**config.mk**
```make
export PLATFORM = sky130hd
export DESIGN_NAME = unidad_control_multiciclo
export DESIGN_NICKNAME = d
export VERILOG_FILES = /design/src/rtl/uc_pkg.sv /design/src/rtl/alu_decoder.sv /design/src/rtl/unidad_control_multiciclo.sv
export SDC_FILE = /design/constraint.sdc
export NUM_CORES = 1
export LEC_CHECK = 0
export BUFFER_PORTS_ARGS = -buffer_cell sky130_fd_sc_hd__buf_4
export CAP_MARGIN = 20
export CORE_MARGIN = 5
export CORE_UTILIZATION = 40
export DETAILED_ROUTE_END_ITERATION = 16
export PLACE_DENSITY = 0.67
export SYNTH_ARGS = -nofsm -noshare
export SYNTH_HDL_FRONTEND = slang
export SYNTH_SLANG_ARGS = --single-unit
```
**constraint.sdc**
```tcl
create_clock -name CLK -period 6.5 [get_ports CLK]
set_input_delay 1.95 -clock CLK [delete_from_list [all_inputs] [get_ports CLK]]
set_output_delay 1.95 -clock CLK [all_outputs]
set_load 0.02 [all_outputs]
```
**src/rtl/uc_pkg.sv**
```systemverilog
// Shared encodings for the multicycle RV32I control unit:
// FSM states, ALU codes, opcodes and datapath select values.
package uc_pkg;

    typedef enum logic [2:0] {
        S_FETCH  = 3'd0,
        S_DECODE = 3'd1,
        S_EXEC   = 3'd2,
        S_MEM    = 3'd3,
        S_WB     = 3'd4,
        S_TRAP   = 3'd5
    } uc_state_t;

    localparam logic [3:0] ALU_ADD    = 4'b0000;
    localparam logic [3:0] ALU_SUB    = 4'b0111;
    localparam logic [3:0] ALU_SLT    = 4'b0100;
    localparam logic [3:0] ALU_SLTU   = 4'b1100;
    localparam logic [3:0] ALU_AND    = 4'b0010;
    localparam logic [3:0] ALU_OR     = 4'b0001;
    localparam logic [3:0] ALU_XOR    = 4'b1001;
    localparam logic [3:0] ALU_PASS_B = 4'b0110;
    localparam logic [3:0] ALU_SLL    = 4'b1000;
    localparam logic [3:0] ALU_SRL    = 4'b1010;
    localparam logic [3:0] ALU_SRA    = 4'b1110;
    localparam logic [3:0] ALU_GE     = 4'b1011;

    localparam logic [6:0] OP_R      = 7'b0110011;
    localparam logic [6:0] OP_IMM    = 7'b0010011;
    localparam logic [6:0] OP_LOAD   = 7'b0000011;
    localparam logic [6:0] OP_STORE  = 7'b0100011;
    localparam logic [6:0] OP_BRANCH = 7'b1100011;
    localparam logic [6:0] OP_LUI    = 7'b0110111;
    localparam logic [6:0] OP_AUIPC  = 7'b0010111;
    localparam logic [6:0] OP_JAL    = 7'b1101111;
    localparam logic [6:0] OP_JALR   = 7'b1100111;

    localparam logic [1:0] PC_SRC_SEQ = 2'b00;
    localparam logic [1:0] PC_SRC_REL = 2'b01;
    localparam logic [1:0] PC_SRC_REG = 2'b10;

    localparam logic [1:0] WB_ALU = 2'b00;
    localparam logic [1:0] WB_MEM = 2'b01;
    localparam logic [1:0] WB_PC4 = 2'b10;

    localparam logic [2:0] IMM_I = 3'd0;
    localparam logic [2:0] IMM_S = 3'd1;
    localparam logic [2:0] IMM_B = 3'd2;
    localparam logic [2:0] IMM_U = 3'd3;
    localparam logic [2:0] IMM_J = 3'd4;

    // alt selects SUB for funct3=000 and SRA for funct3=101
    function automatic logic [3:0] f3_alu(input logic [2:0] f3,
                                          input logic alt);
        logic [3:0] r;
        case (f3)
            3'b000:  r = alt ? ALU_SUB : ALU_ADD;
            3'b001:  r = ALU_SLL;
            3'b010:  r = ALU_SLT;
            3'b011:  r = ALU_SLTU;
            3'b100:  r = ALU_XOR;
            3'b101:  r = alt ? ALU_SRA : ALU_SRL;
            3'b110:  r = ALU_OR;
            default: r = ALU_AND;
        endcase
        return r;
    endfunction

endpackage

```
**src/rtl/alu_decoder.sv**
```systemverilog
// Combinational opcode/funct3/funct7[5] decode into the 4-bit
// ALU operation code plus a legality flag for the FSM.
module alu_decoder
    import uc_pkg::*;
(
    input  logic [6:0] i_opcode,
    input  logic [2:0] i_funct3,
    input  logic       i_funct7b5,
    output logic [3:0] o_alu_ctrl,
    output logic       o_legal
);

    logic w_is_sr;
    assign w_is_sr = (i_funct3 == 3'b101);

    always_comb begin
        o_alu_ctrl = ALU_ADD;
        o_legal    = 1'b0;
        case (i_opcode)
            OP_R: begin
                o_alu_ctrl = f3_alu(i_funct3, i_funct7b5);
                o_legal    = !i_funct7b5 || i_funct3 == 3'b000 || w_is_sr;
            end
            OP_IMM: begin
                // instr[30] only matters for the shift-right pair
                o_alu_ctrl = f3_alu(i_funct3, i_funct7b5 && w_is_sr);
                o_legal    = (i_funct3 != 3'b001) || !i_funct7b5;
            end
            OP_LOAD: begin
                o_legal = (i_funct3 != 3'b011) && (i_funct3[2:1] != 2'b11);
            end
            OP_STORE: begin
                o_legal = !i_funct3[2] && (i_funct3 != 3'b011);
            end
            OP_BRANCH: begin
                o_legal = (i_funct3[2:1] != 2'b01);
                case (i_funct3)
                    3'b000, 3'b001: o_alu_ctrl = ALU_SUB;
                    3'b100:         o_alu_ctrl = ALU_SLT;
                    3'b101:         o_alu_ctrl = ALU_GE;
                    default:        o_alu_ctrl = ALU_SLTU;
                endcase
            end
            OP_LUI: begin
                o_alu_ctrl = ALU_PASS_B;
                o_legal    = 1'b1;
            end
            OP_AUIPC, OP_JAL: begin
                o_legal = 1'b1;
            end
            OP_JALR: begin
                o_legal = (i_funct3 == 3'b000);
            end
            default: begin
                o_legal = 1'b0;
            end
        endcase
    end

endmodule

```
**src/rtl/unidad_control_multiciclo.sv**
```systemverilog
// Multicycle RV32I control FSM: FETCH/DECODE/EXEC/MEM/WB(/TRAP).
// Define UC_TRAP_EN to trap on illegal instructions; else they run as NOPs.
module unidad_control_multiciclo
    import uc_pkg::*;
(
    input  logic        CLK,
    input  logic        RST_N,
    input  logic [31:0] INSTR,
    input  logic        ZERO,
    input  logic        MEM_READY,
    output logic        MEM_REQ,
    output logic        MEM_WE,
    output logic        MEM_ADDR_SEL,
    output logic        IR_WRITE,
    output logic        PC_WRITE,
    output logic [1:0]  PC_SRC,
    output logic        ALU_SRC_A,
    output logic        ALU_SRC_B,
    output logic [2:0]  IMM_SEL,
    output logic [3:0]  ALU_CONTROL,
    output logic        REG_WRITE,
    output logic [1:0]  WB_SEL,
    output logic        ILLEGAL
);

    uc_state_t  r_state;
    uc_state_t  w_next;
    logic [6:0] r_opcode;
    logic [2:0] r_funct3;
    logic       r_funct7b5;
    logic       r_nop;

    logic [6:0] w_op;
    logic [2:0] w_f3;
    logic       w_f7b5;
    logic [3:0] w_alu;
    logic       w_legal;
    logic       w_unused_instr;

    // DECODE judges the live bus; later states use the registered copy
    assign w_op   = (r_state == S_DECODE) ? INSTR[6:0]   : r_opcode;
    assign w_f3   = (r_state == S_DECODE) ? INSTR[14:12] : r_funct3;
    assign w_f7b5 = (r_state == S_DECODE) ? INSTR[30]    : r_funct7b5;
    assign w_unused_instr = ^{INSTR[31], INSTR[29:15], INSTR[11:7]};

    alu_decoder u_alu_dec (
        .i_opcode   (w_op),
        .i_funct3   (w_f3),
        .i_funct7b5 (w_f7b5),
        .o_alu_ctrl (w_alu),
        .o_legal    (w_legal)
    );

    logic w_is_load;
    logic w_is_store;
    logic w_is_br;
    logic w_is_jal;
    logic w_is_jalr;
    logic w_taken;
    logic w_drive;

    assign w_is_load  = (r_opcode == OP_LOAD);
    assign w_is_store = (r_opcode == OP_STORE);
    assign w_is_br    = (r_opcode == OP_BRANCH);
    assign w_is_jal   = (r_opcode == OP_JAL);
    assign w_is_jalr  = (r_opcode == OP_JALR);
    assign w_taken    = (r_funct3 == 3'b000 || r_funct3 == 3'b111)
                        ? ZERO : !ZERO;

    assign w_drive = RST_N && !r_nop &&
                     (r_state == S_EXEC || r_state == S_MEM ||
                      r_state == S_WB);

    always_comb begin
        ALU_SRC_A   = 1'b0;
        ALU_SRC_B   = 1'b0;
        IMM_SEL     = IMM_I;
        ALU_CONTROL = ALU_ADD;
        if (w_drive) begin
            ALU_SRC_A   = (r_opcode == OP_AUIPC) || w_is_jal;
            ALU_SRC_B   = !((r_opcode == OP_R) || w_is_br);
            ALU_CONTROL = w_alu;
            unique case (1'b1)
                w_is_store:                 IMM_SEL = IMM_S;
                w_is_br:                    IMM_SEL = IMM_B;
                r_opcode == OP_LUI,
                r_opcode == OP_AUIPC:       IMM_SEL = IMM_U;
                w_is_jal:                   IMM_SEL = IMM_J;
                default:                    IMM_SEL = IMM_I;
            endcase
        end
    end

    always_comb begin
        w_next       = r_state;
        MEM_REQ      = 1'b0;
        MEM_WE       = 1'b0;
        MEM_ADDR_SEL = 1'b0;
        IR_WRITE     = 1'b0;
        PC_WRITE     = 1'b0;
        PC_SRC       = PC_SRC_SEQ;
        REG_WRITE    = 1'b0;
        WB_SEL       = WB_ALU;
        if (!RST_N) begin
            w_next = S_FETCH;
        end else begin
            case (r_state)
                S_FETCH: begin
                    MEM_REQ = 1'b1;
                    if (MEM_READY) begin
                        IR_WRITE = 1'b1;
                        w_next   = S_DECODE;
                    end
                end
                S_DECODE: begin
                    if (w_legal) begin
                        w_next = S_EXEC;
                    end else begin
`ifdef UC_TRAP_EN
                        w_next = S_TRAP;
`else
                        w_next = S_WB;
`endif
                    end
                end
                S_EXEC: begin
                    if (w_is_br) begin
                        PC_WRITE = 1'b1;
                        PC_SRC   = w_taken ? PC_SRC_REL : PC_SRC_SEQ;
                        w_next   = S_FETCH;
                    end else if (w_is_load || w_is_store) begin
                        w_next = S_MEM;
                    end else begin
                        w_next = S_WB;
                    end
                end
                S_MEM: begin
                    MEM_REQ      = 1'b1;
                    MEM_ADDR_SEL = 1'b1;
                    MEM_WE       = w_is_store;
                    if (MEM_READY) begin
                        if (w_is_store) begin
                            PC_WRITE = 1'b1;
                            w_next   = S_FETCH;
                        end else begin
                            w_next = S_WB;
                        end
                    end
                end
                S_WB: begin
                    PC_WRITE = 1'b1;
                    w_next   = S_FETCH;
                    if (!r_nop) begin
                        REG_WRITE = 1'b1;
                        if (w_is_load)
                            WB_SEL = WB_MEM;
                        else if (w_is_jal || w_is_jalr)
                            WB_SEL = WB_PC4;
                        if (w_is_jal)
                            PC_SRC = PC_SRC_REL;
                        else if (w_is_jalr)
                            PC_SRC = PC_SRC_REG;
                    end
                end
                S_TRAP: begin
                    w_next = S_TRAP;
                end
                default: begin
                    w_next = S_FETCH;
                end
            endcase
        end
    end

`ifdef UC_TRAP_EN
    logic r_illegal;
    assign ILLEGAL = r_illegal && RST_N;
`else
    assign ILLEGAL = 1'b0;
`endif

    always_ff @(posedge CLK) begin
        if (!RST_N) begin
            r_state    <= S_FETCH;
            r_opcode   <= '0;
            r_funct3   <= '0;
            r_funct7b5 <= 1'b0;
            r_nop      <= 1'b0;
`ifdef UC_TRAP_EN
            r_illegal  <= 1'b0;
`endif
        end else begin
            r_state <= w_next;
            if (r_state == S_DECODE) begin
                r_opcode   <= INSTR[6:0];
                r_funct3   <= INSTR[14:12];
                r_funct7b5 <= INSTR[30];
                r_nop      <= !w_legal;
`ifdef UC_TRAP_EN
                if (!w_legal)
                    r_illegal <= 1'b1;
`endif
            end
        end
    end

endmodule

```
## Yosys cells after proc, flatten, opt, wreduce, memory -nomap -nowiden

Cells that the tools add are included.
Widths: inputs -> output; s select.

| word-level totals | value |
|---|---|
| bits in registers | 15 |
| latch bits | 0 |
| memory bits (writable) | 0 |
| memory bits (read-only) | 0 |
| input bits | 36 |
| output and inout port bits | 20 |
| word-level logic and storage cells | 123 |
| memories | 0 |

| operators by class | value |
|---|---|
| add/sub/neg operators | 0 |
| $mul | 0 |
| div/mod/pow operators | 0 |
| $lt $le $gt $ge | 0 |
| equality and inequality tests | 35 |
| shift operators | 0 |
| multiplexer cells | 54 |
| bitwise gates (word level) | 0 |
| reduce and logical (&&, ||, !) cells | 29 |

Operators by type and width:

| cell | count |
|---|---|
| $pmux 4 s7 | 2 |
| $eq 7x6->1 const B | 6 |
| $eq 7x7->1 const B | 6 |
| $mux 3 | 12 |
| $mux 1 | 22 |
| $eq 7x5->1 const B | 3 |
| $eq 3x3->1 const B | 6 |
| $mux 2 | 9 |
| $pmux 4 s4 | 1 |
| $pmux 3 s5 | 1 |
| $eq 7x2->1 const B | 2 |
| $eq 3x2->1 const B | 4 |
| $pmux 3 s4 | 1 |
| $pmux 4 s3 | 1 |
| $logic_or 1x1->1 | 10 |
| $logic_not 3->1 | 3 |
| $mux 7 | 1 |
| $pmux 1 s7 | 1 |
| $eq 3x1->1 const B | 2 |
| $logic_not 1->1 | 6 |
| $ne 2x2->1 const B | 3 |
| $reduce_or 2->1 | 3 |
| $logic_and 1x1->1 | 5 |
| $mux 4 | 1 |
| 7 further kinds | 7 |

## Logic depth before layout (Yosys ltp)

| depth | value |
|---|---|
| depth in word-level cells | 8 |
| depth in mapped cells | 8 |
| depth with buffers taken out | 5 |

## Modules after synthesis

From an unflattened synthesis, not the netlist that was laid out.

| unflattened totals | value |
|---|---|
| cells, all modules | 164 |
| area total of the unflattened synthesis | 1,305.0 um^2 |

Modules (own cells, without submodules):

| module | instances | cells each | area an instance (um^2) | seq. area each (um^2) |
|---|---|---|---|---|
| unidad_control_multiciclo | 1 | 118 | 1,036.0 | 300.3 |
| alu_decoder | 1 | 46 | 269.0 | 0.0 |

## Least setup slack after synthesis

Ideal clock, no wire load.

| path | value |
|---|---|
| kind | input-to-output |
| start point | input port INSTR[3] |
| end point | output port ALU_CONTROL[2] |
| arrival time | 3.158 ns |
| required time | 4.550 ns |
| slack | 1.392 ns |
| cell stages on the path | 5 |
| path buffers | 0 |
| cells stage by stage | nor4bb_1 -> nand3_1 -> o31ai_1 -> o311ai_0 -> a31oi_1 |

| between the ends | value |
|---|---|
| cells in the longest elaborated chain, start to end | 4 |
| elaborated cells between the ends (all ways) | 7 |
| those cells by class | 4 x eq/ne; 3 x mux |

Ends and longest elaborated chain:

| element | line | text |
|---|---|---|
| from (decl) | unidad_control_multiciclo.sv:8 | `input logic [31:0] INSTR,` |
| $mux 7 (*) | n/a |  |
| $eq 7x6->1 (tied with other cells) | alu_decoder.sv:19 | `case (i_opcode)` |
| $pmux 4 s4 (*) | alu_decoder.sv:19 |  |
| $mux 4 (*) | unidad_control_multiciclo.sv:79 | `if (w_drive) begin` |
| to (decl) | unidad_control_multiciclo.sv:20 | `output logic [3:0] ALU_CONTROL,` |

Mark *: on every way between the ends. The rest lies on a longest branch, timed or not.

## Worst setup path after layout

| path | value |
|---|---|
| start point | input port INSTR[2] |
| end point | output port ALU_CONTROL[2] |

Same word-level chain as after synthesis.

==> impl_summary.txt <==
----------------------------------------------------
[Power]
  Clk pwr share ... 31.3%
  Internal power of the cells ... 167.5 µW
  Sw Pwr ... 84.32 µW
  Power per cell area ... 138.1 nW/µm²
  Relative contribution of sequential cells to total power ... 43.4%
  IR drop worst, VDD ... 103.0 µV
  Share of total power consumed by net switching ... 33.49%
  Static leakage power ... 0.6647 nW
  Share of power burned in combinational logic ... 25.3%

[Logic synthesis]
  Count of distinct cell types in the synthesized netlist ... 54
  Synthesized-area fraction occupied by xor and xnor cells ... 1.681%
  Compound-gate portion of the synthesized area ... 27.30%
  Share of flip-flops with an asynchronous set or reset after synthesis ... 0%
  Multiplexer share of the synthesized area ... 3.523%
  Combinational family with the most area after synthesis ... simple AND/OR/NAND/NOR gates
  Synthesized instance count ... 225
  Number of warnings issued by yosys ... 0
  Post-synthesis register bit count ... 15
  Synthesized area ... 1563 µm²
  Post-synthesis area per instance ... 6.946 µm²
  Seq/Total Area, Yosys ... 19.22%
  Number of nets in the synthesized netlist ... 261
  Adder and majority gate portion of the synthesized area ... 0.6405%
  Synth Area in Simple Gates ... 39.47%
  Post-synth EDFFs ... 0
  Primary FF master, synth ... sky130_fd_sc_hd__dfxtp_1

[Route]
  Highest metal layer with signal wires ... met4
  Initial DRC Count ... 218
  Number of detailed-routing iterations run before antenna repair ... 4
  WL/cell ... 14.89 µm
  Wire length after detailed routing ... 4.333 mm
  Met3 wirelength from detailed routing ... 122 µm
  Vias after detailed routing ... 1665
  Met2 routed wirelength ... 2.139 mm
  Detailed-route DRC error count ... 0
  Antenna viol nets, final ... 0
  Detail-routed via count per cell ... 5.722
  Metal1 wirelength ... 2.056 mm

[STA]
  RSZ-0062 raised after global routing ... no
  Maximum frequency from static timing analysis ... 184.3 MHz
  Final TNS setup ... 0 ns
  Worst Tran Pin Value ... 0.8562 ns
  Total count of max-transition violations in the final report ... 0
  Worst hold slack ... 0.5171 ns
  Setup-failing EPs final ... 0
  Minimum clock period after layout ... 5.425 ns
  Maximum clock skew at final layout ... 0.01226 ns
  Worst Setup Slack, final ... 1.075 ns
  Final Cycle Share ... 83.46%
  Worst slew margin relative to its limit ... 42.92%
  Hold violation count in the final report ... 0

[Hold path]
  Hold Crit Start ... r_funct7b5
  Min-delay worst type ... register to register
  Worst hold path stage count ... 2
  End of the worst hold path ... r_funct7b5

[Clocking]
  Insertion delay of the later-clocked pin in the worst-skew pair ... 0.26 ns
  Clock Root Buffer ... sky130_fd_sc_hd__clkbuf_8
  Number of clock sinks ... 15
  Number of buffers created by CTS ... 3
  Buffer depth of the longest clock path ... 2
  Post-CTS sizing ... 0
  Clock tree from TritonCTS ... done
  Post-CTS clock slew at the launch and capture registers of the worst setup and hold paths ... 0.06 ns
  Number of H-tree levels ... 1
  Post-CTS repair timing setup buffer count ... 0
  Post-CTS Hold Fix Bufs ... 0

[Floorplan]
  Initial Utilization ... 42.05%
  Die area ... 5257 µm²
  X dimension of the die ... 72.51 µm
  Vertical die dimension ... 72.51 µm
  Core area ... 3716 µm²
  Std-Cell Rows ... 22
  I/O pin cnt ... 56

[Worst setup path]
  Type of element launching the critical path ... primary input
  Worst reg2reg setup slack ... 4.21 ns
  Nature of the critical path endpoint ... primary output
  Required time of the worst setup path ... 4.55 ns
  Path depth of the worst reg2reg path ... 4
  Worst endpoint data arrival time ... 3.47 ns
  Terminus of the critical flop-to-flop path ... r_nop
  Class of the most critical setup path ... primary input to primary output
  Reg2Reg Launch Point ... r_state[0]
  Largest fanout on the critical path ... 6

[Flow run]
  Max-cap check violation count ... 0

[Global route]
  Number of antenna violations at the first check in global routing ... 0
  Wire length of the first global-routing pass ... 7.576 mm
  Number of global-route vias before repair ... 1614
  Pin count of the biggest net entering global routing ... 24
  Total GRT Usage ... 17.61%
  Overflow left after global routing ... 0

[Place]
  Number of buffer cells added on primary ports ... 33
  Worst setup slack before clock tree synthesis ... 1.073 ns
  Half-perimeter wire length after placement ... 3.190 mm
  Final RePlAce weighted congestion ... 0.9377

[Final layout]
  Fraction of layout instances using a drive strength above 1 ... 19.34%
  Nets ... 280
  Synthesis-to-layout area growth ... 16.65%
  Diode insertion count for antenna repair ... 0

[Run status]
  Result of the run ... completed

----------------------------------------------------
[flip-flops by register name (all words and copies together) (netlist names)]
| signal | count |
|---|---|
| r_opcode | 7 |
| r_nop | 1 |
| r_funct3 | 3 |
| r_state | 3 |
| r_funct7b5 | 1 |
[worst max path at each step]
stage	from	to	slack [ns]	depth (start not counted)
4_1_cts	INSTR[2]	ALU_CONTROL[2]	1.06	7
5_1_grt	INSTR[2]	ALU_CONTROL[2]	0.84	7
6_report	INSTR[2]	ALU_CONTROL[2]	1.08	7
2_1_floorplan	INSTR[3]	ALU_CONTROL[2]	1.39	5
3_5_place_dp	INSTR[2]	ALU_CONTROL[2]	1.07	7
3_3_place_gp	INSTR[2]	ALU_CONTROL[2]	1.08	7
[cells by family (layout without fill, tap and decap cells)]
logic type	after synthesis	in the layout
buffers and inverters	26	44
muxes	5	5
AOI/OAI and AO/OA	63	63
DFF	15	15
adders and majority gates	1	1
and+or+nand+nor	111	111
other	1	1
xor gates and xnor gates	3	3
[through the flow]
step                      instance area [µm²]  utilization [%]  std cells  power (mW)
final                                    1823            49.06        291      0.2518
after global routing                     1823            49.06        291      0.2656
after CTS                                1823            49.06        291      0.2515
after detailed placement                 1777            47.81        287      0.1746
after global placement                   1777            47.81        287      0.1740
after floorplan                          1563                -        225      0.1555
[worst max-delay path, cell delays in order]
cell and delay, ns:
sky130_fd_sc_hd__buf_4 0.13, sky130_fd_sc_hd__nor4bb_1 0.50, sky130_fd_sc_hd__nand3_1 0.14, sky130_fd_sc_hd__o31ai_1 0.15, sky130_fd_sc_hd__o311ai_0 0.21, sky130_fd_sc_hd__a31oi_1 0.21
sky130_fd_sc_hd__buf_4 0.17
[power groups by stage]
stage	logic [mW]	registers [mW]	clock network [mW]
global placement	0.0633	0.111	0
global route	0.0718	0.110	0.0834
floorplan	0.0529	0.103	0
detailed placement	0.0638	0.111	0
CTS	0.0641	0.109	0.0786
finish	0.0638	0.109	0.0788
[synth_stat cells, types with 2 or more instances]
cell                        number  area, µm²
sky130_fd_sc_hd__dfxtp_1        15      300.3
sky130_fd_sc_hd__nand4_1         3      18.77
sky130_fd_sc_hd__xor2_1          3      26.28
sky130_fd_sc_hd__nor3b_1         4      30.03
sky130_fd_sc_hd__buf_4           2      15.01
sky130_fd_sc_hd__buf_6           2      22.52
sky130_fd_sc_hd__a21oi_1         9      45.04
sky130_fd_sc_hd__o311ai_0        2      17.52
sky130_fd_sc_hd__o2111ai_1       2      17.52
sky130_fd_sc_hd__nor3b_2         2      25.02
sky130_fd_sc_hd__nand2_1        34      127.6
sky130_fd_sc_hd__nand3_1        14      70.07
sky130_fd_sc_hd__o211ai_1        5      37.54
sky130_fd_sc_hd__o21ai_0        12      60.06
sky130_fd_sc_hd__nor2b_1         8      50.05
sky130_fd_sc_hd__nand2b_1        2      12.51
sky130_fd_sc_hd__o21a_1          5      37.54
sky130_fd_sc_hd__and2_1          2      12.51
sky130_fd_sc_hd__nand3b_1        3      22.52
sky130_fd_sc_hd__a21boi_0       10      75.07
sky130_fd_sc_hd__clkbuf_1       13      48.80
sky130_fd_sc_hd__inv_1           6      22.52
sky130_fd_sc_hd__and3_1          2      12.51
sky130_fd_sc_hd__a31oi_1         5      31.28
sky130_fd_sc_hd__nor2_1         11      41.29
sky130_fd_sc_hd__nor4_1          3      18.77
sky130_fd_sc_hd__and3b_1         4      35.03
sky130_fd_sc_hd__buf_2           3      15.01
sky130_fd_sc_hd__o22ai_1         2      12.51
sky130_fd_sc_hd__o21ai_1         2      10.01
sky130_fd_sc_hd__nor3_1          8      40.04
sky130_fd_sc_hd__mux2i_1         4      40.04
sky130_fd_sc_hd__or2_2           2      12.51
[cells in the final DEF (no fill, tap or decap), drive strengths merged, types with 2 or more instances in the layout]
| cell type | netlist | layout |
|---|---|---|
| or2 | 2 | 2 |
| and2 | 2 | 2 |
| nor4 | 4 | 4 |
| nand2 | 34 | 34 |
| dfxtp | 15 | 15 |
| nand4 | 3 | 3 |
| a31oi | 5 | 5 |
| nor3b | 6 | 6 |
| nand3b | 3 | 3 |
| a21oi | 10 | 10 |
| nor3 | 8 | 8 |
| and3b | 4 | 4 |
| and3 | 2 | 2 |
| buf | 7 | 34 |
| mux2i | 4 | 4 |
| nor2b | 8 | 8 |
| o21a | 5 | 5 |
| o311ai | 2 | 2 |
| o211ai | 5 | 5 |
| o21ai | 14 | 14 |
| a21boi | 10 | 10 |
| nand2b | 2 | 2 |
| o2111ai | 2 | 2 |
| nor2 | 11 | 11 |
| nand3 | 15 | 15 |
| clkbuf | 13 | 3 |
| o22ai | 2 | 2 |
| inv | 6 | 6 |
| xor2 | 3 | 3 |
[final cells by class]
type | instances | area [µm²]
Fill cell | 399 | 1893
Inverter | 6 | 22.52
Sequential cell | 15 | 300.3
Timing Repair Buffer | 34 | 255.2
Multi-Input combinational cell | 184 | 1139
Clock buffer | 3 | 41.29
Clock inverter | 1 | 5.005
Tap cell | 48 | 60.06
[routing by layer]
metal / track usage [%] / vias up
met5: 0 / -
met4: 3.279 / 0
met3: 3.463 / 2
met2: 28.11 / 25
li1: - / 857
met1: 24.71 / 781
No activity file was read; power rests on OpenSTA's default activity.
